File: src/rtl/program_sequencer.sv
// Program sequencer: generates the program address for a small controller.
//
// Each RUN cycle the sequencing command `op` picks the next pc. The choices are
// NEXT, JUMP, BRANCH, CALL, RET, WAIT on a ready channel, and HALT. CALL and RET
// use a LIFO return stack. HALT parks the FSM until reset.
//
// Ports:
//   clk, reset          sole clock; synchronous active-high reset
//   ready_in[NUM_CH]    external handshake lines (edge-sampled every cycle)
//   op[2:0]             command: 0 NEXT, 1 JUMP, 2 BRANCH, 3 CALL, 4 RET,
//                       5 WAIT, 6 HALT, 7 reserved (acts as NEXT)
//   target              jump/branch/call destination
//   cond                branch condition
//   ch_sel              channel tested by WAIT
//   wait_level          WAIT mode: 0 edge, 1 level
//   wait_inv            WAIT polarity invert
//   pc                  current program address (registered)
//   stalled             pc will not advance this cycle (combinational)
//   halted              FSM is in HALTED (registered)
//   stack_cnt           occupied return-stack entries
//   err_ovf, err_unf    sticky stack overflow / underflow flags
module program_sequencer #(
  parameter int unsigned ADDR_WIDTH  = 4,
  parameter int unsigned STACK_DEPTH = 4,
  parameter int unsigned NUM_CH      = 4,
  localparam int unsigned CH_W       = (NUM_CH > 1) ? $clog2(NUM_CH) : 1,
  localparam int unsigned CNT_W      = $clog2(STACK_DEPTH + 1)
) (
  input  logic                  clk,
  input  logic                  reset,
  input  logic [NUM_CH-1:0]     ready_in,
  input  logic [2:0]            op,
  input  logic [ADDR_WIDTH-1:0] target,
  input  logic                  cond,
  input  logic [CH_W-1:0]       ch_sel,
  input  logic                  wait_level,
  input  logic                  wait_inv,
  output logic [ADDR_WIDTH-1:0] pc,
  output logic                  stalled,
  output logic                  halted,
  output logic [CNT_W-1:0]      stack_cnt,
  output logic                  err_ovf,
  output logic                  err_unf
);

  localparam logic [2:0] OpNext   = 3'd0;
  localparam logic [2:0] OpJump   = 3'd1;
  localparam logic [2:0] OpBranch = 3'd2;
  localparam logic [2:0] OpCall   = 3'd3;
  localparam logic [2:0] OpRet    = 3'd4;
  localparam logic [2:0] OpWait   = 3'd5;
  localparam logic [2:0] OpHalt   = 3'd6;

  typedef enum logic {StRun, StHalted} state_e;

  state_e                state_q, state_d;
  logic [ADDR_WIDTH-1:0] pc_q, pc_d;
  logic [CNT_W-1:0]      cnt_q, cnt_d;
  logic                  ovf_q, ovf_d;
  logic                  unf_q, unf_d;
  logic [NUM_CH-1:0]     prev_q;
  logic [ADDR_WIDTH-1:0] stack_q [STACK_DEPTH];

  logic [ADDR_WIDTH-1:0] pc_inc;
  logic [ADDR_WIDTH-1:0] stack_top;
  logic                  push;
  logic                  ch_cur, ch_prev;
  logic                  wait_ok;
  logic                  stack_full, stack_empty;

  assign pc_inc      = pc_q + ADDR_WIDTH'(1);
  assign stack_full  = (cnt_q == CNT_W'(STACK_DEPTH));
  assign stack_empty = (cnt_q == '0);

  // Channel mux; an out-of-range ch_sel matches nothing, so it reads 0 with no edges.
  always_comb begin
    ch_cur  = 1'b0;
    ch_prev = 1'b0;
    for (int unsigned i = 0; i < NUM_CH; i++) begin
      if (ch_sel == CH_W'(i)) begin
        ch_cur  = ready_in[i];
        ch_prev = prev_q[i];
      end
    end
  end

  always_comb begin
    if (wait_level) begin
      wait_ok = ch_cur ^ wait_inv;
    end else if (wait_inv) begin
      wait_ok = ~ch_cur & ch_prev;
    end else begin
      wait_ok = ch_cur & ~ch_prev;
    end
  end

  always_comb begin
    stack_top = '0;
    for (int unsigned i = 0; i < STACK_DEPTH; i++) begin
      if (cnt_q == CNT_W'(i + 1)) stack_top = stack_q[i];
    end
  end

  // Next-state decode
  always_comb begin
    state_d = state_q;
    pc_d    = pc_q;
    cnt_d   = cnt_q;
    ovf_d   = ovf_q;
    unf_d   = unf_q;
    push    = 1'b0;
    stalled = 1'b0;
    if (state_q == StHalted) begin
      stalled = 1'b1;
    end else begin
      case (op)
        OpJump:   pc_d = target;
        OpBranch: pc_d = cond ? target : pc_inc;
        OpCall: begin
          if (stack_full) begin
            pc_d  = pc_inc;
            ovf_d = 1'b1;
          end else begin
            push  = 1'b1;
            pc_d  = target;
            cnt_d = cnt_q + CNT_W'(1);
          end
        end
        OpRet: begin
          if (stack_empty) begin
            pc_d  = pc_inc;
            unf_d = 1'b1;
          end else begin
            pc_d  = stack_top;
            cnt_d = cnt_q - CNT_W'(1);
          end
        end
        OpWait: begin
          if (wait_ok) pc_d = pc_inc;
          else stalled = 1'b1;
        end
        OpHalt: begin
          state_d = StHalted;
          stalled = 1'b1;
        end
        default:  pc_d = pc_inc;  // NEXT and reserved
      endcase
    end
  end

  always_ff @(posedge clk) begin
    if (reset) begin
      state_q <= StRun;
      pc_q    <= '0;
      cnt_q   <= '0;
      ovf_q   <= 1'b0;
      unf_q   <= 1'b0;
      prev_q  <= '0;
    end else begin
      state_q <= state_d;
      pc_q    <= pc_d;
      cnt_q   <= cnt_d;
      ovf_q   <= ovf_d;
      unf_q   <= unf_d;
      prev_q  <= ready_in;
    end
  end

  // Stack storage needs no reset: entries above cnt_q are never read.
  always_ff @(posedge clk) begin
    for (int unsigned i = 0; i < STACK_DEPTH; i++) begin
      if (!reset && push && (cnt_q == CNT_W'(i))) stack_q[i] <= pc_inc;
    end
  end

  assign pc        = pc_q;
  assign halted    = (state_q == StHalted);
  assign stack_cnt = cnt_q;
  assign err_ovf   = ovf_q;
  assign err_unf   = unf_q;

endmodule

File: config.mk
export PLATFORM = sky130hd
export DESIGN_NAME = program_sequencer
export DESIGN_NICKNAME = d
export VERILOG_FILES = /design/src/rtl/program_sequencer.sv
export SDC_FILE = /design/constraint.sdc
export NUM_CORES = 1
export LEC_CHECK = 0
export ABC_AREA = 1
export BUFFER_PORTS_ARGS = -buffer_cell sky130_fd_sc_hd__buf_2
export CAP_MARGIN = 20
export CORE_MARGIN = 2
export CORE_UTILIZATION = 55
export DETAILED_ROUTE_END_ITERATION = 8
export GPL_TIMING_DRIVEN = 0
export PLACE_DENSITY = 0.89
export REMOVE_ABC_BUFFERS = 1
export SYNTH_ARGS = -nofsm -noshare
export SYNTH_HDL_FRONTEND = slang
export SYNTH_SLANG_ARGS = --single-unit
export TNS_END_PERCENT = 5
File: constraint.sdc
create_clock -name clk -period 2.4 [get_ports clk]
set_input_delay 0.36 -clock clk [delete_from_list [all_inputs] [get_ports clk]]
set_output_delay 0.36 -clock clk [all_outputs]
set_load 0.01 [all_outputs]
# == Word-level counts from Yosys, hierarchy flattened ==
# Memories as Yosys holds them, arrays and structs flattened.
# Cells that the tools add are included.
# Widths: inputs -> output; s select.
# totals
regBits,14
elab_cells,96
memories,1
out_inout_bits,11
ramBits,16
inputBits,18
# memory_table
memory,words,word_bits,read_ports,rd_ports_with_merged_regs,write_ports,line_no,text
stack_q,4,4,4,0,1,62,logic [ADDR_WIDTH-1:0] stack_q [STACK_DEPTH];
# op_classes
muxes,47
reduce_logical,16
add_sub_neg,3
bitwise_logic,7
n_eq_ne,16
# op_table
operator,count
$mux 4,11
$mux 1,28
$pmux 4 s6,1
$eq 3x2->1 const B,4
$eq 3x3->1 const B,4
$reduce_or 4->1,3
$reduce_and 3->1,3
$eq 3x1->1 const B,2
$mux 2,3
$mux 3,2
$ne 2x2->1 const B,3
$pmux 3 s2,1
$logic_and 1x1->1,5
$add 4x1->4 const B,1
$eq 2x2->1 const B,2
$not 1->1,4
$reduce_and 4->1,1
$add 3x1->3 const B,1
$logic_not 3->1,1
$sub 3x1->3 const B,1
$and 1x1->1,2
$eq 2x1->1 const B,1
$logic_not 2->1,1
$pmux 1 s2,1
other kinds (3),3

# == Depth between registers and ports, before layout ==
# depth
ltp_word,12
ltp_mapped,13
ltp_nobuf,13

# == Worst setup path before layout ==
# No wires, ideal clock.
# synth_timing
kind,register -> register
start,reg cnt_q[0] (netlist: stack_cnt[0])
end,"mem stack_q[1][0], enable pin"
required_ps,2039
arrival_time_ps,1425
synth_period_minus_slack_ps,1786
path_slack_ps,614
path_stages_with_launch,6
path_cell_list,dfxtp_1 inv_1 ha_1 nand2_2 nand4_1 nor3_1
# synth_between
elab_chain_len,12
word_cells_on_any_way,30
# synth_rtl
element,line_no,text
from (decl),58,"logic [CNT_W-1:0] cnt_q, cnt_d;"
from (signal assigned),162,cnt_q <= cnt_d;
$eq 3x3->1,72,assign stack_full = (cnt_q == CNT_W'(STACK_DEPTH));
$mux 1,120,if (stack_full) begin
$mux 1,116,case (op)
$mux 1,113,if (state_q == StHalted) begin
$logic_and 1x1->1 (2 in a row),172,if (!reset && push && (cnt_q == CNT_W'(i))) stack_q[i] <= pc_inc;
$mux 1,172,
$mux 1 (implied by the code),172,
$reduce_or 4->1 (no line),n/a,
$mux 2 (no line) or $mux 1 (tied branches) (3 in a row),n/a,
to (decl),62,
# Several ways; a longest one is shown, not always the timed one.

# == Worst setup path after layout ==
# layout_timing
start,reg cnt_q[0] (netlist: stack_cnt[0])
end,"mem stack_q[1][3], enable pin"
# The elaborated chain is that of the path after synthesis.

==> impl_results.md <==
* Status: completed
* Final-report setup violation count at 0
* Pleak at 0.9344 nW
* RSZ-0062 raised after global routing: false
* Area of the core at 2978 um2
* Total CTS buffers at 5
* Drt first pass iters at 4
* # hold bufs at CTS at 0
* Worst IR drop on VDD at 0.3928 mV
* Fin cells at 282
* Min-delay worst type: in2reg
* Sink Count at 30
* Layout Area Growth over Synthesis at 13.27%
* Antenna violations before repair at 0
* Transition time at the pin with the least slew margin at 0.5796 ns
* Slew Viols, Final at 0
* Die area at 3528 um2
* Htree depth at 2
* Ant diodes at 0
* Post-Syn Area per Cell at 7.887 um2
* Routed WL at 3.447 mm
* Global route hottest layer: met2
* Max cap viols at 0
* # resized after CTS at 0
* Routed WL per cell at 12.22 um
* Initial core utilization at 56.68%
* Vias in the first global route at 1405
* Unique cell type count in the Yosys netlist at 24
* # DRC at 0
* Critical-path maximum fanout at 6
* M1 GR Usage at 26.26%
* Tmin final at 1.991 ns
* Clock Pin Slew Worst Setup and Hold Paths at 0.10 ns
* Fmax at 502.2 MHz
* Share of cells above drive strength 1 at 22.49%
* # IOs at 29
* DR vias/cell at 5.103
* Period Utilization, post-route at 82.97%
* Worst setup SP type: flop
* Fin. Hold Viols at 0
* R2R Setup Slk at 0.41 ns
* Largest net degree at the start of global routing at 10
* Synth warnings at 0
* Worst Path Required at 2.38 ns
* # Post-CTS Setup Buffers at 0
* CP Capture Type: flop
* Root Buffer: clkbuf_4
* First-pass GRT wire length at 5.871 mm
* Mapped Area at 1688 um2
* Die W at 59.40 um
* Slew HR at 61.06%
* Yosys reg bits at 30
* Num rows at 20
* Sequential fraction of the synthesis area at 45.07%
* Port bufs at 28
* Starting DRT DRC Count at 49
* Later-pin clock latency in the skew report at 0.34 ns
* Setup Skew at 0.01421 ns
* Post-synthesis instance total at 214
* Routed Antenna Nets at 0
* GRT Total Usage at 22.77%
* Worst Path Class, Setup: reg2reg
* Vias at 1439
* TritonCTS clock tree: done
* Post-Route Setup TNS at 0 ns
* Power Dens Cells at 594.4 nW/um2
* Met3 usage at 4.148%
* GPL Wtd Cong at 0.8267
* Met2 usage in global routing at 39.87%
* Layout net count at 273
* Grt ovf at 0
* Die H at 59.40 um
* Worst Path Arrival at 1.97 ns
* DPL Wire Length at 2.633 mm
* CTS Buffer Depth at 2
* Placed Cells at 274
per-layer routing:
metal	wire (um)	share of wire (%)	up-vias
li1	-	-	760
met1	1520	44	622
met2	1645	48	47
met3	192	5.6	10
met4	89	2.6	0
met5	0	0	-
state kept, by name (all words and copies together) (netlist names):
signal and count:
pc 4, err_unf 1, prev_q 4, halted 1, stack_cnt 3, stack_q 16, err_ovf 1
where the power goes:
| group | total (W) | internal, W | switching [W] |
|---|---|---|---|
| registers | 0.000591 | 0.000573 | 0.0000179 |
| clock network | 0.000287 | 0.000110 | 0.000178 |
| logic | 0.000258 | 0.0000940 | 0.000164 |
final cells by class:
type | instances | area [um2]
clock buffer | 6 | 41.29
timing repair buffer | 28 | 140.1
fill | 275 | 1066
sequential | 30 | 760.7
inverter | 36 | 135.1
tap | 33 | 41.29
multi-input combinational | 147 | 784.5
clock inverter | 2 | 8.758
final timing paths:
kind / cells past startpoint / end / startpoint
setup / recovery: 5 / stack_q[1][3] / stack_cnt[0]
hold / removal: 3 / prev_q[1] / ready_in[1]
setup reg to reg: 5 / stack_q[1][3] / stack_cnt[0]
hold reg to reg: 2 / err_ovf / err_ovf
worst max-delay path, stage by stage, from the launching register on:
cell and delay, ns:
dfxtp_1 0.39, inv_1 0.12, ha_1 0.29, nand2_2 0.15, nand4_1 0.18, nor3_1 0.50
cells in the mapped netlist:
cell type | instances | area (um2)
nand2_2 | 4 | 25.02
o31ai_1 | 1 | 7.510
inv_1 | 30 | 112.6
buf_4 | 1 | 7.510
nand3_1 | 22 | 110.1
nand3_2 | 4 | 40.04
nand2_1 | 44 | 165.2
edfxtp_1 | 16 | 480.5
ha_1 | 7 | 87.58
nand3_4 | 1 | 17.52
nand4_1 | 3 | 18.77
a21oi_2 | 1 | 8.760
xor2_1 | 2 | 17.52
nor2_2 | 3 | 18.77
nor3_1 | 5 | 25.02
inv_2 | 6 | 22.52
dfxtp_1 | 14 | 280.3
xnor2_1 | 2 | 17.52
nor2_1 | 30 | 112.6
o21ai_0 | 4 | 20.02
nand2_4 | 2 | 22.52
o22ai_2 | 1 | 12.51
a21oi_1 | 9 | 45.04
a31oi_1 | 2 | 12.51
stage by stage:
step,cell area (um2),hold slack [ns],power (W),util [%],setup WS (ns)
final,1912,0.2321,0.001136,64.20,0.4086
after global routing,1912,0.2293,0.001200,64.20,0.3047
after CTS,1912,0.2249,0.001140,64.20,0.3932
after detailed placement,1862,0.4573,0.0008589,62.52,0.4115
after global placement,1862,0.4548,0.0008495,62.52,0.4634
after floorplan,1680,0.4312,0.0007801,-,0.6142
cell usage in the layout (no fill, tap or decap), drive strengths merged:
master  Yosys  final
edfxtp     16     16
ha          7      7
nor2       33     33
o21ai       4      4
o22ai       1      1
a21oi      10     10
nand4       3      3
buf         1     28
nand2      50     50
o31ai       1      1
a31oi       2      2
clkinv      0      2
inv        36     36
nand3      27     27
dfxtp      14     14
xor2        2      2
clkbuf      0      6
nor3        5      5
xnor2       2      2
cells by family after synthesis:
group | Yosys count | share of synthesized area (%)
simple gates | 118 | 32.91
fa+ha+maj | 7 | 5.189
flops | 30 | 45.07
buf+inv | 37 | 8.451
xor+xnor | 4 | 2.076
compound gates | 18 | 6.301
No activity file was read; power rests on OpenSTA's default activity.
